`config.mk`:
```
export PLATFORM = sky130hd
export DESIGN_NAME = decim_channel_scheduler
export DESIGN_NICKNAME = d
export VERILOG_FILES = /design/src/rtl/decim_channel_scheduler.sv
export SDC_FILE = /design/constraint.sdc
export NUM_CORES = 1
export LEC_CHECK = 0
export ABC_AREA = 0
export BUFFER_PORTS_ARGS = -buffer_cell sky130_fd_sc_hd__clkbuf_2
export CORE_UTILIZATION = 61
export DETAILED_ROUTE_END_ITERATION = 7
export GPL_TIMING_DRIVEN = 0
export PLACE_DENSITY = 0.84
export SYNTH_ARGS = -nofsm -noshare
export SYNTH_HDL_FRONTEND = slang
export SYNTH_SLANG_ARGS = --single-unit
```
`constraint.sdc`:
```
create_clock -name Clk_i -period 3.52 [get_ports Clk_i]
set_clock_uncertainty 0.1 [all_clocks]
set_input_delay 0 -clock Clk_i [delete_from_list [all_inputs] [get_ports Clk_i]]
set_output_delay 0 -clock Clk_i [all_outputs]
set_load 0.02 [all_outputs]
```
`src/rtl/decim_channel_scheduler.sv`:
```
// Round-robin scheduler sharing one FIR decimation MAC between NumChannels input channels.
// Define DECIM_SCHED_OVERRUN_EN to compile in the sticky Overrun_o flags and OvrClr_i.
module decim_channel_scheduler #(
  parameter int NumChannels  = 4,
  parameter int FilterLength = 16,
  parameter int DecimationK  = 2
) (
  input  logic                     Clk_i,
  input  logic                     Rst_i,
  input  logic [NumChannels-1:0]   DataNd_i,
  input  logic                     OvrClr_i,
  output logic [NumChannels-1:0]   WrEn_o,
  output logic [4*NumChannels-1:0] WrAddr_o,
  output logic [1:0]               RdChan_o,
  output logic [3:0]               DataAddr_o,
  output logic [3:0]               CoeffAddr_o,
  output logic                     StartAcc_o,
  output logic                     DataValid_o,
  output logic [1:0]               OutChan_o,
  output logic                     Busy_o,
  output logic [NumChannels-1:0]   Overrun_o
);

  // state  | meaning
  // StIdle | no run in progress, waiting for a pending request
  // StRun  | presenting one tap per cycle for the granted channel
  typedef enum logic [1:0] {StIdle = 2'd0, StRun = 2'd1} state_t;

  state_t                 state, stateNxt;
  logic [3:0]             wrPtr [NumChannels];
  logic [3:0]             phase [NumChannels];
  logic [3:0]             base  [NumChannels];
  logic [NumChannels-1:0] pending, trigger;
  logic [1:0]             lastGrant, winner;
  logic                   anyPending, found, grant, advance, lastTap;
  logic [3:0]             tap;
  logic [2:0]             startPipe, validPipe;
  logic [1:0]             chanPipe [3];

  assign WrEn_o     = DataNd_i;
  assign anyPending = |pending;
  assign lastTap    = (tap == 4'(FilterLength - 1));

  always_comb begin
    WrAddr_o = '0;
    trigger  = '0;
    for (int c = 0; c < NumChannels; c++) begin
      WrAddr_o[4*c +: 4] = wrPtr[c];
      trigger[c]         = DataNd_i[c] && (phase[c] == 4'd0);
    end
  end

  // Search starts one past the last granted channel.
  always_comb begin
    winner = '0;
    found  = 1'b0;
    for (int i = 1; i <= NumChannels; i++) begin
      if (!found && pending[(int'(lastGrant) + i) % NumChannels]) begin
        winner = 2'((int'(lastGrant) + i) % NumChannels);
        found  = 1'b1;
      end
    end
  end

  always_ff @(posedge Clk_i or posedge Rst_i) begin
    if (Rst_i) state <= StIdle;
    else       state <= stateNxt;
  end

  always_comb begin
    stateNxt = StIdle;
    case (state)
      StIdle:  stateNxt = anyPending ? StRun : StIdle;
      StRun:   stateNxt = (!lastTap || anyPending) ? StRun : StIdle;
      default: stateNxt = StIdle;
    endcase
  end

  always_comb begin
    Busy_o  = 1'b0;
    grant   = 1'b0;
    advance = 1'b0;
    case (state)
      StIdle: grant = anyPending;
      StRun: begin
        Busy_o  = 1'b1;
        grant   = lastTap && anyPending;
        advance = !lastTap;
      end
      default: ;
    endcase
  end

  // A trigger always re-arms the request; a simultaneous grant only consumes the older one.
  always_ff @(posedge Clk_i or posedge Rst_i) begin
    if (Rst_i) begin
      pending <= '0;
      for (int c = 0; c < NumChannels; c++) begin
        wrPtr[c] <= '0;
        phase[c] <= '0;
        base[c]  <= '0;
      end
    end else begin
      for (int c = 0; c < NumChannels; c++) begin
        if (DataNd_i[c]) begin
          wrPtr[c] <= wrPtr[c] + 4'd1;
          phase[c] <= (phase[c] == 4'(DecimationK - 1)) ? 4'd0 : phase[c] + 4'd1;
        end
        if (trigger[c]) begin
          pending[c] <= 1'b1;
          base[c]    <= wrPtr[c];
        end else if (grant && (winner == 2'(c))) begin
          pending[c] <= 1'b0;
        end
      end
    end
  end

  always_ff @(posedge Clk_i or posedge Rst_i) begin
    if (Rst_i) begin
      tap         <= '0;
      DataAddr_o  <= '0;
      CoeffAddr_o <= '0;
      RdChan_o    <= '0;
      lastGrant   <= 2'(NumChannels - 1);
    end else if (grant) begin
      tap         <= '0;
      DataAddr_o  <= base[winner];
      CoeffAddr_o <= '0;
      RdChan_o    <= winner;
      lastGrant   <= winner;
    end else if (advance) begin
      tap         <= tap + 4'd1;
      DataAddr_o  <= DataAddr_o - 4'd1;
      CoeffAddr_o <= CoeffAddr_o + 4'd1;
    end
  end

  // Strobes are delayed to match the read/multiply pipeline of the MAC.
  always_ff @(posedge Clk_i or posedge Rst_i) begin
    if (Rst_i) begin
      startPipe <= '0;
      validPipe <= '0;
      for (int i = 0; i < 3; i++) chanPipe[i] <= '0;
    end else begin
      startPipe   <= {startPipe[1:0], grant};
      validPipe   <= {validPipe[1:0], Busy_o && lastTap};
      chanPipe[0] <= RdChan_o;
      chanPipe[1] <= chanPipe[0];
      chanPipe[2] <= chanPipe[1];
    end
  end

  assign StartAcc_o  = startPipe[2];
  assign DataValid_o = validPipe[2];
  assign OutChan_o   = chanPipe[2];

`ifdef DECIM_SCHED_OVERRUN_EN
  logic [NumChannels-1:0] ovrSet, ovrFlag;

  always_comb begin
    ovrSet = '0;
    for (int c = 0; c < NumChannels; c++)
      ovrSet[c] = trigger[c] && pending[c] && !(grant && (winner == 2'(c)));
  end

  always_ff @(posedge Clk_i or posedge Rst_i) begin
    if (Rst_i) ovrFlag <= '0;
    else       ovrFlag <= (OvrClr_i ? '0 : ovrFlag) | ovrSet;
  end

  assign Overrun_o = ovrFlag;
`else
  logic unusedOvrClr;
  assign unusedOvrClr = OvrClr_i;
  assign Overrun_o    = '0;
`endif

endmodule
```
## Yosys cells after proc, flatten, opt, wreduce, memory -nomap -nowiden

Cells that the tools add are included.

| word-level totals | value |
|---|---|
| output and inout bits | 39 |
| logic and storage cells | 141 |
| bits in registers | 82 |
| input bits | 7 |

| cells by class | value |
|---|---|
| $lt $le $gt $ge | 5 |
| reductions and logical operators | 34 |
| equality and inequality tests | 9 |
| mux-type cells | 46 |
| $add $sub $neg | 15 |
| bitwise gates (word level) | 5 |

Operators with widths:

| cell | number |
|---|---|
| $mux 4 | 12 |
| $add 4x1->4 const B | 10 |
| $mux 1 | 23 |
| $eq 4x1->1 const B | 4 |
| $logic_not 4->1 | 4 |
| $lt 3x4->1 const B | 4 |
| $logic_and 1x1->1 | 13 |
| $reduce_bool 2->1 | 5 |
| $bmux 1 s2 | 4 |
| $bmux 4 s2 | 1 |
| $mux 2 | 4 |
| $reduce_or 2->1 | 4 |
| $add 2x1->2 const B | 2 |
| $add 2x2->2 const B | 2 |
| $and 1x1->1 const A | 4 |
| $eq 2x1->1 const B | 2 |
| $eq 2x2->1 const B | 2 |
| $eq 4x4->1 const B | 1 |
| $logic_not 1->1 | 4 |
| $logic_not 2->1 | 2 |
| $pmux 1 s2 | 2 |
| $reduce_or 4->1 | 1 |
| $sub 4x1->4 const B | 1 |
| $ge 3x3->1 const B | 1 |
| other kinds (2) | 2 |

## Longest topological paths before layout

Gate-level depths: netlist of the first run.

| logic depth | value |
|---|---|
| depth after elaboration | 21 |
| gate-level depth with buffers | 7 |

## Worst setup path before layout of the first run

OpenSTA, ideal clock, no wires.

| timing path | value |
|---|---|
| path type | register to register |
| start | register lastGrant[0] |
| end | register DataAddr_o[0] |
| clock period less this slack | 1.733 ns |
| setup slack | 1.787 ns |
| buffers on the path | 0 |
| cell stages (with the launch flop) | 7 |
| data arrival time | 1.496 ns |
| data required time | 3.283 ns |
| path through | dfstp_2 o22ai_1 a32oi_1 nand2_2 mux4_2 nand2_1 o211ai_1 |

| between the ends | value |
|---|---|
| cells in the longest elaborated chain, start to end | 19 |
| elaborated cells on any way between the ends | 34 |
| classes of those cells | 4 x add/sub; 23 x mux; 1 x bitwise; 6 x reduce/logical |

Ends and longest elaborated chain:

| what | line | text |
|---|---|---|
| start: declaration | 34 | `logic [1:0] lastGrant, winner;` |
| start signal: assignment | 125 | `lastGrant <= 2'(NumChannels - 1);` |
| start signal: assignment | 131 | `lastGrant <= winner;` |
| $add 2x1->2 | 58, 59 |  |
| $bmux 1 s2 | 58 | `if (!found && pending[(int'(lastGrant) + i) % NumChannels]) begin` |
| $mux 1 (implied by the code) (2 in series) | 58 |  |
| $mux 1 | 58 |  |
| $logic_not 1->1 | 58 |  |
| $logic_and 1x1->1 | 58 |  |
| $mux 1 | 58 |  |
| $logic_not 1->1 | 58 |  |
| $logic_and 1x1->1 | 58 |  |
| $mux 1 | 58 |  |
| $logic_not 1->1 | 58 |  |
| $logic_and 1x1->1 | 58 |  |
| $mux 2 * | 58 |  |
| $not 2->3 (implied by the code) * | 128 | `DataAddr_o <= base[winner];` |
| $bmux 4 s2 * | 128 |  |
| $mux 4 (implied by the code) * (2 in series) | 128 |  |
| $mux 4 * | 126 | `end else if (grant) begin` |
| end signal: assignment | 128 |  |
| end signal: assignment | 134 | `DataAddr_o <= DataAddr_o - 4'd1;` |
| end: declaration | 15 | `output logic [3:0] DataAddr_o,` |

Every way passes the cells marked *; elsewhere a longest branch is shown, timed or not. The select of a mux whose other input is x is not followed.
A chain may end at the register's enable or synchronous reset.

## Worst setup path after layout of the first run

| timing path | value |
|---|---|
| start | register pending[1] |
| end | register DataAddr_o[2] |

| between the ends | value |
|---|---|
| cells in the longest elaborated chain, start to end | 18 |
| elaborated cells on any way between the ends | 34 |
| classes of those cells | 24 x mux; 1 x bitwise; 9 x reduce/logical |

Ends and longest elaborated chain:

| what | line | text |
|---|---|---|
| start: declaration | 33 | `logic [NumChannels-1:0] pending, trigger;` |
| start signal: assignment | 97 | `pending <= '0;` |
| start signal: indexed assignment | 110 | `pending[c] <= 1'b1;` |
| start signal: indexed assignment | 113 | `pending[c] <= 1'b0;` |
| $bmux 1 s2 | 58 |  |
| $mux 1 (implied by the code) (2 in series) | 58 |  |
| $mux 1 | 58 |  |
| $logic_not 1->1 | 58 |  |
| $logic_and 1x1->1 | 58 |  |
| $mux 1 | 58 |  |
| $logic_not 1->1 | 58 |  |
| $logic_and 1x1->1 | 58 |  |
| $mux 1 | 58 |  |
| $logic_not 1->1 | 58 |  |
| $logic_and 1x1->1 | 58 |  |
| $mux 2 | 58 |  |
| $not 2->3 (implied by the code) | 128 |  |
| $bmux 4 s2 | 128 |  |
| $mux 4 (implied by the code) (2 in series) | 128 |  |
| $mux 4 | 126 |  |

Several ways; a longest one is shown, not always the timed one. The select of a mux whose other input is x is not followed.

==> results.sh, run 1 <==
export IMPL_netlist_area_mm2=0.003462
export IMPL_synth_seq_cells=81
export IMPL_syn_to_final_growth_pct=16.30
export IMPL_cts_tree="yes"
export IMPL_top_usage_layer="met2"
export IMPL_fin_crit_ps=2032
export IMPL_holdBufCountCts=5
export IMPL_fmax_ghz=0.4922
export IMPL_drive_gt1_share_pct=26.22
export IMPL_finalHoldViolCount=0
export IMPL_met2_usage_pct=35.58
export IMPL_cts_buffers=9
export IMPL_first_pass_iters=4
export IMPL_crit_required_ps=3640
export IMPL_seqCellArea_mm2=0.002029
export IMPL_reg2reg_slack_ps=1490
export IMPL_slew_headroom_pct=44.22
export IMPL_clkTransAtPathRegs_ps=80
export IMPL_grtUsageTotal_pct=22.55
export IMPL_cts_repair_resized=0
export IMPL_synth_top_area_share_pct=57.10
export IMPL_ir_worst_vdd_uv=507.7
export IMPL_wl_per_cell_um=14.16
export IMPL_slew_violations=0
export IMPL_die_width_um=77.34
export IMPL_port_buffers=36
export IMPL_clock_sinks=81
export IMPL_gp_congestion=0.7475
export IMPL_grt_met1_usage_pct=29.37
export IMPL_leakagePower_nw=1.885
export IMPL_core_area_mm2=0.005473
export IMPL_setup_viol=0
export IMPL_hp_class="input port to asynchronous set/reset pin"
export IMPL_synthTopCellsByArea="dfrtp_1, mux2_2, xnor2_1, o21ai_0, ha_1"
export IMPL_drc_errors=0
export IMPL_worst_slew_pin_slew_ps=829.0
export IMPL_synth_edf_count=0
export IMPL_grt_overflow_total=0
export IMPL_max_cap_violations=0
export IMPL_ys_top_cells_by_count="dfrtp_1, nand2_1, mux2_2"
export IMPL_clk_latency_ps=340
export IMPL_finalSetupTns_ps=0
export IMPL_avgSynthCellArea_um2=12.06
export IMPL_h_tree_depth=3
export IMPL_num_vias=2278
export IMPL_grt_pass1_wl_um=10270
export IMPL_antenna_cells=0
export IMPL_grt_use_met3_pct=4.353
export IMPL_nets=357
export IMPL_cp_end_kind="flip-flop"
export IMPL_drtAntennaViolNets=0
export IMPL_grt_antenna_before_repair=0
export IMPL_clockBufferDepth=2
export IMPL_grt_start_max_net_pins=46
export IMPL_ios=46
export IMPL_synth_cells=287
export IMPL_critPathKind="flip-flop to flip-flop"
export IMPL_post_synth_top_count_cell="dfrtp_1"
export IMPL_die_h_um=77.34
export IMPL_whs_ps=117.0
export IMPL_start_util_pct=63.26
export IMPL_grt_pass1_vias=2226
export IMPL_synthArstFlopShare_pct=100.0
export IMPL_first_iter_violations=198
export IMPL_fp_dieArea_mm2=0.005981
export IMPL_n_fill_cell=380
export IMPL_startpoint_type="flip-flop"
export IMPL_synth_flop_cell="dfrtp_1"
export IMPL_worstRegToRegCells=5
export IMPL_r2r_start="pending[1]"
export IMPL_rows=27
export IMPL_yosysSeqAreaShare_pct=58.62
export IMPL_ys_warn_count=0
export IMPL_rr_endpoint="DataAddr_o[2]"
export IMPL_synth_cell_types=37
export IMPL_clock_root_buffer="clkbuf_8"
export IMPL_wirelength_um=5934
export IMPL_multi_input_area_mm2=0.001308
export IMPL_post_cts_buffers=0
export IMPL_cp_max_fo=6
export IMPL_rsz0062_at_grt="false"
export IMPL_post_drt_via_cell_ratio=5.437
export IMPL_yosysTopAreaCell="dfrtp_1"
export IMPL_worstPathArrival_ps=2150
export IMPL_place_detailed_hpwl_um=4090
export IMPL_power_density_mw_per_mm2=734.0
export IMPL_status="completed"
export IMPL_fin_crit_sh_pct=57.71
==> flip-flops by register name (all words and copies together), names as in the netlist, 3 cells and up <==
name	count
pending	4
WrAddr_o	16
DataAddr_o	4
base	16
validPipe	3
phase	16
tap	4
chanPipe	4
CoeffAddr_o	4
startPipe	3
==> how the worst max path moves through the flow <==
stage | startpoint | endpoint | slack, ps | cells past startpoint
finish | pending[1] | DataAddr_o[2] | 1490 | 5
global route | pending[0] | DataAddr_o[2] | 1310 | 5
detailed placement | pending[1] | DataAddr_o[2] | 1520 | 5
global placement | Rst_i | phase[3] | 480 | 2
floorplan | Rst_i | CoeffAddr_o[0] | 1340 | 1
CTS | pending[1] | DataAddr_o[2] | 1500 | 5
==> routing by layer <==
metal | wire (um) | up-vias
met2 | 2895 | 63
met4 | 164 | 0
met1 | 2665 | 1117
met5 | 0 | -
met3 | 209 | 16
li1 | - | 1082
==> worst max-delay path, stage by stage (launching register included) <==
cell	delay, ps
dfrtp_1	430
nor4_1	750
nand2_1	240
o21a_1	160
o21ai_0	170
a21oi_1	60
==> cells by family (layout without fill, tap and decap cells) <==
kind of cell	after synthesis	count (layout)	share of synthesized area, %
AO/OA/AOI/OAI	37	37	7.011
AND/OR/NAND/NOR	79	79	11.38
other	1	4	0.1083
XOR/XNOR	26	26	6.577
buffers and inverters	26	83	3.939
multiplexers	30	30	9.830
adder cells (fa/ha/maj)	7	7	2.530
flip-flops	81	81	58.62
==> final cells by class <==
type                    count  share of cell area (%)
multi-input cells         183                   32.47
well taps                  72                   2.237
clock buffers              12                   3.605
plain buffers              21                   2.921
inverters                   5                  0.5283
clock inverters             3                   1.616
repair buffers             42                   6.215
flip-flops and latches     81                   50.40
==> power breakdown <==
part	leakage, nW	switching (mW)	internal, mW
Clock	0.106	0.314	0.415
Combinational	0.776	0.412	0.393
Sequential	1.00	0.244	1.18
Total	1.89	0.970	1.98
==> per-stage QoR <==
| step | instance area, um^2 | util, % | std cells | setup slack (ps) | total power [mW] |
|---|---|---|---|---|---|
| after floorplan | 3473 | - | 290 | 1343 | 1.969 |
| after global routing | 4026 | 73.57 | 419 | 1310 | 3.129 |
| after CTS | 4026 | 73.57 | 419 | 1500 | 2.977 |
| final | 4026 | 73.57 | 419 | 1488 | 2.955 |
| after detailed placement | 3766 | 68.82 | 399 | 1520 | 2.245 |
| after global placement | 3744 | 68.40 | 398 | 481.5 | 2.185 |
==> cell usage in the layout, fill, tap and decap left out, drive strengths merged, types with 2 or more instances in the layout <==
cell	synthesis	final
conb	1	4
clkbuf	10	58
nand3	15	15
nand4	8	8
dfrtp	79	79
dlygate4sd3	0	5
mux2i	7	7
inv	5	5
nor2b	2	2
mux2	22	22
dfstp	2	2
nor2	12	12
xnor2	16	16
a21oi	4	4
nor3	5	5
buf	11	12
o21ai	19	19
nand2	24	24
bufinv	0	2
and2	2	2
o21a	2	2
a21o	6	6
ha	7	7
nand2b	5	5
and3	4	4
xor2	10	10
Power figures use the tool's default switching activity.
==> run 2, diff against run 1 <==
- CORE_UTILIZATION: 61 -> 57
- PLACE_DENSITY: 0.84 -> 0.79
- clock period: 3.52 -> 1.9 ns (I/O delays scaled with it)
==> results.sh, run 2 (synthesized netlist as in run 1, its figures left out) <==
export IMPL_syn_to_final_growth_pct=20.13
export IMPL_grtUsageTotal_pct=20.67
export IMPL_drtAntennaViolNets=0
export IMPL_place_detailed_hpwl_um=4035
export IMPL_num_vias=2355
export IMPL_grt_pass1_wl_um=9901
export IMPL_drive_gt1_share_pct=31.09
export IMPL_fin_crit_ps=1885
export IMPL_nets=366
export IMPL_critPathKind="flip-flop to flip-flop"
export IMPL_fmax_ghz=0.5304
export IMPL_cp_end_kind="flip-flop"
export IMPL_final_cells=432
export IMPL_crit_required_ps=2020
export IMPL_startpoint_type="flip-flop"
export IMPL_clk_latency_ps=340
export IMPL_antenna_cells=0
export IMPL_grt_pass1_vias=2101
export IMPL_cts_buffers=9
export IMPL_gp_congestion=0.7714
export IMPL_finalHoldViolCount=0
export IMPL_fp_dieArea_mm2=0.006390
export IMPL_die_width_um=79.94
export IMPL_setup_viol=0
export IMPL_final_common_cell="dfrtp_1"
export IMPL_worstPathArrival_ps=2000
export IMPL_clock_sinks=81
export IMPL_endpoint="DataAddr_o[0]"
export IMPL_ir_worst_vdd_uv=852.3
export IMPL_drc_errors=0
export IMPL_clock_root_buffer="clkbuf_8"
export IMPL_placed_cells=402
export IMPL_hp_class="input port to output pin"
export IMPL_first_iter_violations=163
export IMPL_worst_slack_ps=14.66
export IMPL_core_area_mm2=0.005886
export IMPL_worst_slew_pin_slew_ps=844.9
export IMPL_fin_crit_sh_pct=99.23
export IMPL_h_tree_depth=3
export IMPL_status="completed"
export IMPL_die_h_um=79.94
export IMPL_dp_slack_ps=-49.44
export IMPL_port_buffers=36
export IMPL_cts_tree="yes"
export IMPL_rows=28
export IMPL_leakagePower_nw=1.935
export IMPL_reg2reg_slack_ps=10
export IMPL_wl_per_cell_um=15.11
export IMPL_finalSetupTns_ps=0
export IMPL_worstRegToRegCells=6
export IMPL_ios=46
export IMPL_slew_headroom_pct=43.55
export IMPL_crit_start="lastGrant[1]"
export IMPL_slew_violations=0
export IMPL_power_density_mw_per_mm2=1328
export IMPL_max_cap_violations=0
export IMPL_r2r_start="lastGrant[1]"
export IMPL_post_drt_via_cell_ratio=5.451
export IMPL_clkTransAtPathRegs_ps=70
export IMPL_clockBufferDepth=2
export IMPL_grt_antenna_before_repair=0
export IMPL_rsz0062_at_grt="true"
export IMPL_grt_start_max_net_pins=44
export IMPL_grt_overflow_total=0
export IMPL_rr_endpoint="DataAddr_o[0]"
export IMPL_wirelength_um=6527
export IMPL_first_pass_iters=4
export IMPL_start_util_pct=58.82
export IMPL_power_mw=5.524
export IMPL_layout_common_cells="dfrtp_1, clkbuf_2, mux2_2"
export IMPL_cp_max_fo=6
run 2: changes by cell type in the layout (fill, tap and decap cells not counted), moves of 2 or more:
| cell | before | now |
|---|---|---|
| dfrtp_1 | 79 | 77 |
| clkbuf_2 | 36 | 38 |
| nand2_2 | 1 | 4 |
| nand2_1 | 23 | 20 |
| dfrtp_2 | 0 | 2 |
| buf_4 | 10 | 17 |
run 2: how the worst min path moves through the flow:
stage | startpoint | endpoint | cells after the start
after floorplan | DataNd_i[0] | WrEn_o[0] | 1
after global placement | DataNd_i[1] | WrEn_o[1] | 2
after detailed placement | Rst_i | startPipe[2] | 2
after CTS | DataNd_i[1] | WrEn_o[1] | 2
after global routing | DataNd_i[3] | WrEn_o[3] | 2
final | DataNd_i[3] | WrEn_o[3] | 2
run 2: what timing repair did:
action	in CTS	in global routing
setup endpoints to repair	4	7
gates cloned	0	2
setup buffers	0	7
resized for setup	5	9
endpoints found under the hold margin	54	0
hold buffers	5	0
pin swaps	0	5
run 2: area by class of cell:
cell class              count  area (um^2)
clock buffers              14        162.7
plain buffers              21        120.1
clock inverters             2        60.06
well taps                  75        93.84
flip-flops and latches     81         2032
multi-input cells         185         1365
repair buffers             49        302.8
inverters                   5        22.52
fillers                   408         1727
run 2: power by group:
part	switching, mW	internal [mW]	total (mW)
combinational	0.757	0.728	1.48
sequential	0.468	2.18	2.65
clock	0.575	0.815	1.39
total	1.80	3.72	5.52
run 2: layer usage:
| metal | GRT usage [%] | wire length [um] |
|---|---|---|
| met2 | 33.33 | 3444 |
| met5 | 0 | 0 |
| met3 | 4.457 | 226 |
| met4 | 8.036 | 53 |
| met1 | 27.42 | 2802 |
run 2: metrics by stage:
step | area [um^2] | hold slack (ps) | utilization [%]
finish | 4159 | 124.3 | 70.66
global route | 4159 | 131.4 | 70.66
detailed placement | 3771 | 95.46 | 64.07
global placement | 3751 | 124.5 | 63.73
floorplan | 3477 | 12.59 | -
CTS | 4059 | 124.9 | 68.96
run 2: critical path, cell delays in order, from the launching register on:
cell	delay, ps
dfstp_2	610
nand2_2	70
a32oi_1	220
nand2_2	150
mux4_2	460
nand2_2	80
o211ai_1	80
